## src/rtl/fp8_exec_sequencer.sv

```systemverilog
// FP8 issue/sequencing stage: canned results for exceptions, arith handshake otherwise.
// Optional FP8_STICKY_FLAGS_EN adds flags_clr / sticky_flags status accumulation.
`ifndef _ADDITION
`define _ADDITION 2'd0
`endif
`ifndef _SUBTRACTION
`define _SUBTRACTION 2'd1
`endif
`ifndef _MULTIPLICATION
`define _MULTIPLICATION 2'd2
`endif
`ifndef _DIVISION
`define _DIVISION 2'd3
`endif
`ifndef _NAN_0
`define _NAN_0 8'h7F
`endif

module fp8_exec_sequencer #(
    parameter int ARITH_TIMEOUT = 15,
    parameter int CNT_W = 8
) (
    input  logic       clk,
    input  logic       rst_n,
    input  logic       in_valid,
    output logic       in_ready,
    input  logic [1:0] in_op,
    input  logic [7:0] in_a,
    input  logic [7:0] in_b,
    input  logic       exc_flag,
    input  logic [2:0] exc_code,
    output logic       arith_req,
    output logic [1:0] arith_op,
    output logic [7:0] arith_a,
    output logic [7:0] arith_b,
    input  logic       arith_ack,
    input  logic [7:0] arith_result,
    output logic       out_valid,
    input  logic       out_ready,
    output logic [7:0] out_result,
`ifdef FP8_STICKY_FLAGS_EN
    input  logic       flags_clr,
    output logic [7:0] sticky_flags,
`endif
    output logic [2:0] out_code
);

    localparam logic [1:0] S_IDLE  = 2'd0;
    localparam logic [1:0] S_ISSUE = 2'd1;
    localparam logic [1:0] S_RESP  = 2'd2;

    localparam logic [CNT_W-1:0] TMO = CNT_W'(ARITH_TIMEOUT);
    localparam logic [2:0] CODE_TMO = 3'd7;

    logic [1:0]       state;
    logic [CNT_W-1:0] cnt;
    logic [7:0]       exc_result;
    logic             accept;
    logic             out_fire;

    assign accept   = in_valid & in_ready;
    assign out_fire = out_valid & out_ready;

    // Only divide-by-zero yields a signed infinity; every other flagged case is NaN.
    always_comb begin
        exc_result = `_NAN_0;
        if (exc_code == 3'd3)
            exc_result = {in_a[7] ^ in_b[7], 7'h78};
    end

    always_ff @(posedge clk or negedge rst_n) begin
        if (!rst_n) begin
            state      <= S_IDLE;
            cnt        <= '0;
            in_ready   <= 1'b0;
            arith_req  <= 1'b0;
            arith_op   <= 2'd0;
            arith_a    <= 8'd0;
            arith_b    <= 8'd0;
            out_valid  <= 1'b0;
            out_result <= 8'd0;
            out_code   <= 3'd0;
        end else begin
            case (state)
                S_IDLE: begin
                    in_ready <= 1'b1;
                    if (accept) begin
                        in_ready <= 1'b0;
                        arith_op <= in_op;
                        arith_a  <= in_a;
                        arith_b  <= in_b;
                        cnt      <= '0;
                        if (exc_flag) begin
                            state      <= S_RESP;
                            out_valid  <= 1'b1;
                            out_result <= exc_result;
                            out_code   <= exc_code;
                        end else begin
                            state     <= S_ISSUE;
                            arith_req <= 1'b1;
                        end
                    end
                end
                S_ISSUE: begin
                    if (arith_ack) begin
                        state      <= S_RESP;
                        arith_req  <= 1'b0;
                        out_valid  <= 1'b1;
                        out_result <= arith_result;
                        out_code   <= 3'd0;
                    end else if (cnt == TMO) begin
                        state      <= S_RESP;
                        arith_req  <= 1'b0;
                        out_valid  <= 1'b1;
                        out_result <= `_NAN_0;
                        out_code   <= CODE_TMO;
                    end else begin
                        cnt <= cnt + 1'b1;
                    end
                end
                S_RESP: begin
                    if (out_fire) begin
                        state     <= S_IDLE;
                        out_valid <= 1'b0;
                        in_ready  <= 1'b1;
                    end
                end
                default: begin
                    state     <= S_IDLE;
                    arith_req <= 1'b0;
                    out_valid <= 1'b0;
                end
            endcase
        end
    end

`ifdef FP8_STICKY_FLAGS_EN
    // The handshake's own bit is written last so it survives a same-cycle clear.
    always_ff @(posedge clk or negedge rst_n) begin
        if (!rst_n) begin
            sticky_flags <= 8'd0;
        end else begin
            if (flags_clr)
                sticky_flags <= 8'd0;
            if (out_fire)
                sticky_flags[out_code] <= 1'b1;
        end
    end
`endif

endmodule

```

## config.mk

```make
export PLATFORM = sky130hd
export DESIGN_NAME = fp8_exec_sequencer
export DESIGN_NICKNAME = d
export VERILOG_FILES = /design/src/rtl/fp8_exec_sequencer.sv
export SDC_FILE = /design/constraint.sdc
export NUM_CORES = 1
export LEC_CHECK = 0
export CORE_AREA = 3 3 68 70
export CTS_BUF_LIST = sky130_fd_sc_hd__clkbuf_2
export DETAILED_ROUTE_END_ITERATION = 12
export DIE_AREA = 0 0 71 73
export PLACE_DENSITY = 0.79
export SYNTH_ARGS = -nofsm -noshare
export SYNTH_HDL_FRONTEND = slang
export SYNTH_SLANG_ARGS = --single-unit
```

## constraint.sdc

```tcl
create_clock -name clk -period 3.3 [get_ports clk]
set_input_delay 0.66 -clock clk [delete_from_list [all_inputs] [get_ports clk]]
set_output_delay 0.66 -clock clk [all_outputs]
set_load 0.005 [all_outputs]
```

; Word-level counts from Yosys, hierarchy flattened
; Cells that the tools add are included.
[op_classes]
n_addsub = 1
eq_ne = 11
muxes = 35
bitwise_logic = 4
reduce_logical = 10
[ops]
columns = cell, count
row1 = two-way mux 8 bit, 8
row2 = case mux 8 bit (2 select lines), 2
row3 = AND reduction 4 bit, 4
row4 = two-way mux 3 bit, 4
row5 = "!= test 2 bit, second input constant", 6
row6 = two-way mux 1 bit, 11
row7 = two-way mux 2 bit, 5
row8 = "adder 8 x 1 -> 8 bit, second input constant", 1
row9 = "equality test 8 x 4 -> 1 bit, second input constant", 1
row10 = case mux 1 bit (3 select lines), 2
row11 = case mux 2 bit (3 select lines), 1
row12 = case mux 3 bit (2 select lines), 1
row13 = AND reduction 2 bit, 2
row14 = nonzero test 2 bit, 2
row15 = "equality test 3 x 2 -> 1 bit, second input constant", 1
row16 = "!= test 3 bit, second input constant", 1
row17 = AND reduction 3 bit, 1
row18 = bitwise AND 1 bit, 2
row19 = "equality test 2 x 1 -> 1 bit, second input constant", 1
row20 = "equality test 2 bit, second input constant", 1
row21 = logical NOT 2 bit, 1
row22 = case mux 1 bit (2 select lines), 1
row23 = NOT 1 bit, 1
row24 = bitwise XOR 1 bit, 1
[totals]
ff_bits = 42
input_bits = 35
out_inout_bits = 32
elab_cells = 71

; Logic depth before layout (Yosys ltp)
[logic_depth]
ltp_word = 5
mapped_depth = 6
depth_no_buf = 5

; Worst setup path after synthesis
; Ideal clock, no wire load.
[synth_timing]
path_type = register to register
startpoint = register cnt[5]
endpoint = register out_result[7]
setup_ns = 0.125
arrival_ns = 1.675
required_time_ns = 3.175
setup_slack_ns = 1.500
stages_incl_launch_ff = 5
n_path_buf = 0
synth_period_minus_slack_ns = 1.800
path_cell_list = dfrtp_1 or4_4 o21a_4 nor3_4 mux2_2
[synth_via]
elab_chain_cells = 3
[synth_lines]
columns = element, line_no
row1 = "start, declared", 56  ; logic [CNT_W-1:0] cnt;
row2 = "start signal, assigned", 118  ; cnt <= cnt + 1'b1;
row3 = equality test 8 x 4 -> 1 bit, 111  ; end else if (cnt == TMO) begin
row4 = != test 3 bit (no source line), n/a
row5 = AND reduction 4 bit (no source line), n/a
row6 = "end signal, assigned", 96  ; out_result <= exc_result;
row7 = "end signal, assigned", 109  ; out_result <= arith_result;
row8 = "end signal, assigned", 115  ; out_result <= `_NAN_0;
row9 = "end, declared", 40  ; output logic [7:0] out_result,
; No other way between the ends.
; A chain may end at the register's enable or synchronous reset.

; Worst setup path after layout
; Ends and elaborated chain as after synthesis.

==> metrics.log <==
[metrics] residual DRC count: 0
[metrics] vias after detailed routing: 1493
[metrics] relative area change from synthesis to final layout: 40.4%
[metrics] first-pass GRT wire length: 7210 µm
[metrics] total wirelength of the detailed-routed design: 4080 µm
[metrics] capturing element type of the critical path: flip-flop
[metrics] number of hold violations in the final report: 0
[metrics] post-route ant nets: 0
[metrics] sum of net half-perimeters after detailed placement: 3040 µm
[metrics] CP arrival: 2.55 ns
[metrics] Power, Total: 0.00188 W
[metrics] number of CTS-inserted buffers: 5
[metrics] power per unit of standard cell area: 730 nW/µm²
[metrics] measured slew at the worst slew-check pin: 0.903 ns
[metrics] mapped cell area: 1830 µm²
[metrics] CTS max path bufs: 2
[metrics] most used standard cell by instance count after synthesis: nand2_1
[metrics] placeable core region: 4030 µm²
[metrics] layout cells sized above 1: 7.84%
[metrics] last weighted congestion value of the routability-driven placer: 0.891
[metrics] Total Negative Setup Slacks: 0 ns
[metrics] Site Rows: 23
[metrics] crit path time final: 2.26 ns
[metrics] setup repair after global routing missed its margin: false
[metrics] clock net sink count: 42
[metrics] number of DRC markers in iteration 0: 51
[metrics] top cell type's share of synthesized area: 57.4%
[metrics] total count of max-transition violations in the final report: 0
[metrics] source-to-sink clock delay at the later pin of the worst-skew pair: 0.39 ns
[metrics] number of antenna violations at the first check in global routing: 0
[metrics] final cycle utilization of the critical path: 68.4%
[metrics] Max transition margin: 39.8%
[metrics] placed cell areas: 2530 µm²
[metrics] slowest stage cell on the critical path: or4_4
[metrics] final layout net count: 290
[metrics] horizontal die dimension: 71 µm
[metrics] Hold WC Path Type: input port to asynchronous set/reset pin
[metrics] Main synth FF type: dfrtp_1
[metrics] maximum number of pins on one net before global-route repair: 43
[metrics] highest clock frequency the design can meet: 0.443 GHz
[metrics] n_diodes: 0
[metrics] clock skew: 0.0105 ns
[metrics] number of enable flip-flop cells after synthesis: 0
[metrics] number of buffer cells added on primary ports: 66
[metrics] number of buffers added to fix hold violations after cts: 0
[metrics] vias in the first global route: 1630
[metrics] async set-or-reset flop fraction in the synthesized netlist: 100%
[metrics] number of H-tree levels: 2
[metrics] flops & latches, synth: 42
[metrics] warnings from Yosys: 0
[metrics] most instantiated cells after synthesis: nand2_1, dfrtp_1, mux2i_1, clkbuf_1, o21ai_0
[metrics] Initial Utilization: 45.5%
[metrics] CP Data Required Time: 3.60 ns
[metrics] total routing resource utilization after global routing: 17.6%
[metrics] wire per inst: 13.4 µm
[metrics] cell-by-cell trace of the critical path: or4_4, o21a_4, nor3_4, mux2_2
[metrics] number of max-cap violations: 0
[metrics] biggest cell delay along the critical path: 0.56 ns
[metrics] sum of overflow across all layers after global routing: 0
[metrics] full die area: 5180 µm²
[metrics] maximum fanout encountered on the critical timing path: 11
[metrics] type of element launching the critical path: flip-flop
[metrics] DR vias/cell: 4.90
[metrics] count of cell types in the netlist: 34
[metrics] Die H: 73 µm
[metrics] LEAKAGE: 1.20 nW
[metrics] Clock Pin Slew Worst Setup and Hold Paths: 0.19 ns
[metrics] Mean Syn Cell Area: 9.80 µm²
[metrics] share of synthesized area occupied by flip-flops and latches: 57.4%
[metrics] dominant cells by area after synthesis: dfrtp_1, nand2_1, mux2i_1, o22a_2, o21ai_0
[metrics] CTS Root Buffer Type: clkbuf_2
[metrics] net count after synthesis: 223
[metrics] synthesized instance count: 187
[metrics] outcome: finished clean
[metrics] CTS tree: yes
[metrics] post-CTS setup buffer count: 0
[metrics] Top-Level Pins: 67
[metrics] post-route cell area: 2570 µm²
[metrics] worst voltage drop across the vdd grid: 0.424 mV
[metrics] final setup violation count: 0
[metrics] first drt pass iteration count: 4
[metrics] Resized Gates After CTS: 0
[metrics] category of the critical setup timing path: flip-flop to flip-flop
[metrics] area leader, netlist: dfrtp_1
-- critical path, delay by kind of cell (launching register included) --
kind	cells	cell delay, ns
AO/OA/AOI/OAI	1	0.24
flip-flops	1	0.46
multiplexers	1	0.41
AND/OR/NAND/NOR	2	1.06
-- where the power goes --
group / switching [W] / internal [W] / total (W)
Clock: 0.000157 / 0.0000521 / 0.000209
Sequential: 0.000133 / 0.000709 / 0.000842
Combinational: 0.000330 / 0.000495 / 0.000825
-- registers in the layout, indices dropped and copies added, names as in the netlist --
register    cells
cnt             8
out_result      8
arith_req       1
out_code        3
arith_b         8
out_valid       1
state           2
arith_a         8
in_ready        1
arith_op        2
-- kinds of logic after synthesis --
kind of cell | share of synthesized area (%)
simple gates | 23.3
flops | 57.4
compound gates | 8.95
buf+inv | 3.28
mux | 4.99
xor+xnor | 1.43
fa+ha+maj | 0.683
-- layer usage --
layer	wire length, µm	vias up	track usage (%)
met5	0	-	0
met4	56	0	6.26
met3	284	7	5.65
met2	2000	42	30.2
met1	1740	691	20.8
li1	-	753	-
-- path summary, 6_finish.rpt --
| check | from | to | slack (ns) | depth (start not counted) |
|---|---|---|---|---|
| min in group clk | arith_op[1] | arith_op[1] | 0.50 | 2 |
| worst min register to register | arith_op[1] | arith_op[1] | 0.50 | 2 |
| worst max-delay path | cnt[5] | out_result[7] | 1.04 | 4 |
| worst min-delay path | rst_n | arith_a[7] | 0.36 | 1 |
| worst max register to register | cnt[5] | out_result[7] | 1.04 | 4 |
| max in group asynchronous | rst_n | cnt[5] | 2.38 | 1 |
-- stage by stage --
stage | hold slack, ns | util (%) | worst slack, ns | std cells
2_1_floorplan | 0.364 | - | 1.50 | 187
3_3_place_gp | 0.459 | 62.9 | 0.815 | 297
3_5_place_dp | 0.462 | 62.9 | 0.757 | 297
4_1_cts | 0.385 | 63.8 | 1.01 | 305
5_1_grt | 0.387 | 63.8 | 0.951 | 305
6_report | 0.364 | 63.8 | 1.04 | 305
-- final cells by class --
class	instances	area, µm²
clock buffer	6	30.0
clock inverter	2	8.76
fill	369	1460
inverter	6	22.5
multi-input combinational	131	726
sequential	42	1050
tap	50	62.6
timing repair buffer	68	671
-- placed cells by master (no fill, tap or decap), types with 3 or more instances in the layout --
| cell type | netlist | layout |
|---|---|---|
| mux2i_1 | 8 | 8 |
| or3_1 | 3 | 3 |
| and3_1 | 3 | 3 |
| nor2_1 | 5 | 5 |
| dfrtp_1 | 42 | 42 |
| nand3_1 | 6 | 6 |
| inv_1 | 6 | 6 |
| o21ai_0 | 7 | 7 |
| clkdlybuf4s50_1 | 0 | 65 |
| a21oi_1 | 4 | 4 |
| o22a_2 | 4 | 4 |
| nand2_1 | 68 | 68 |
| clkbuf_2 | 0 | 6 |
Note: power is estimated with default switching activity, not from simulation.
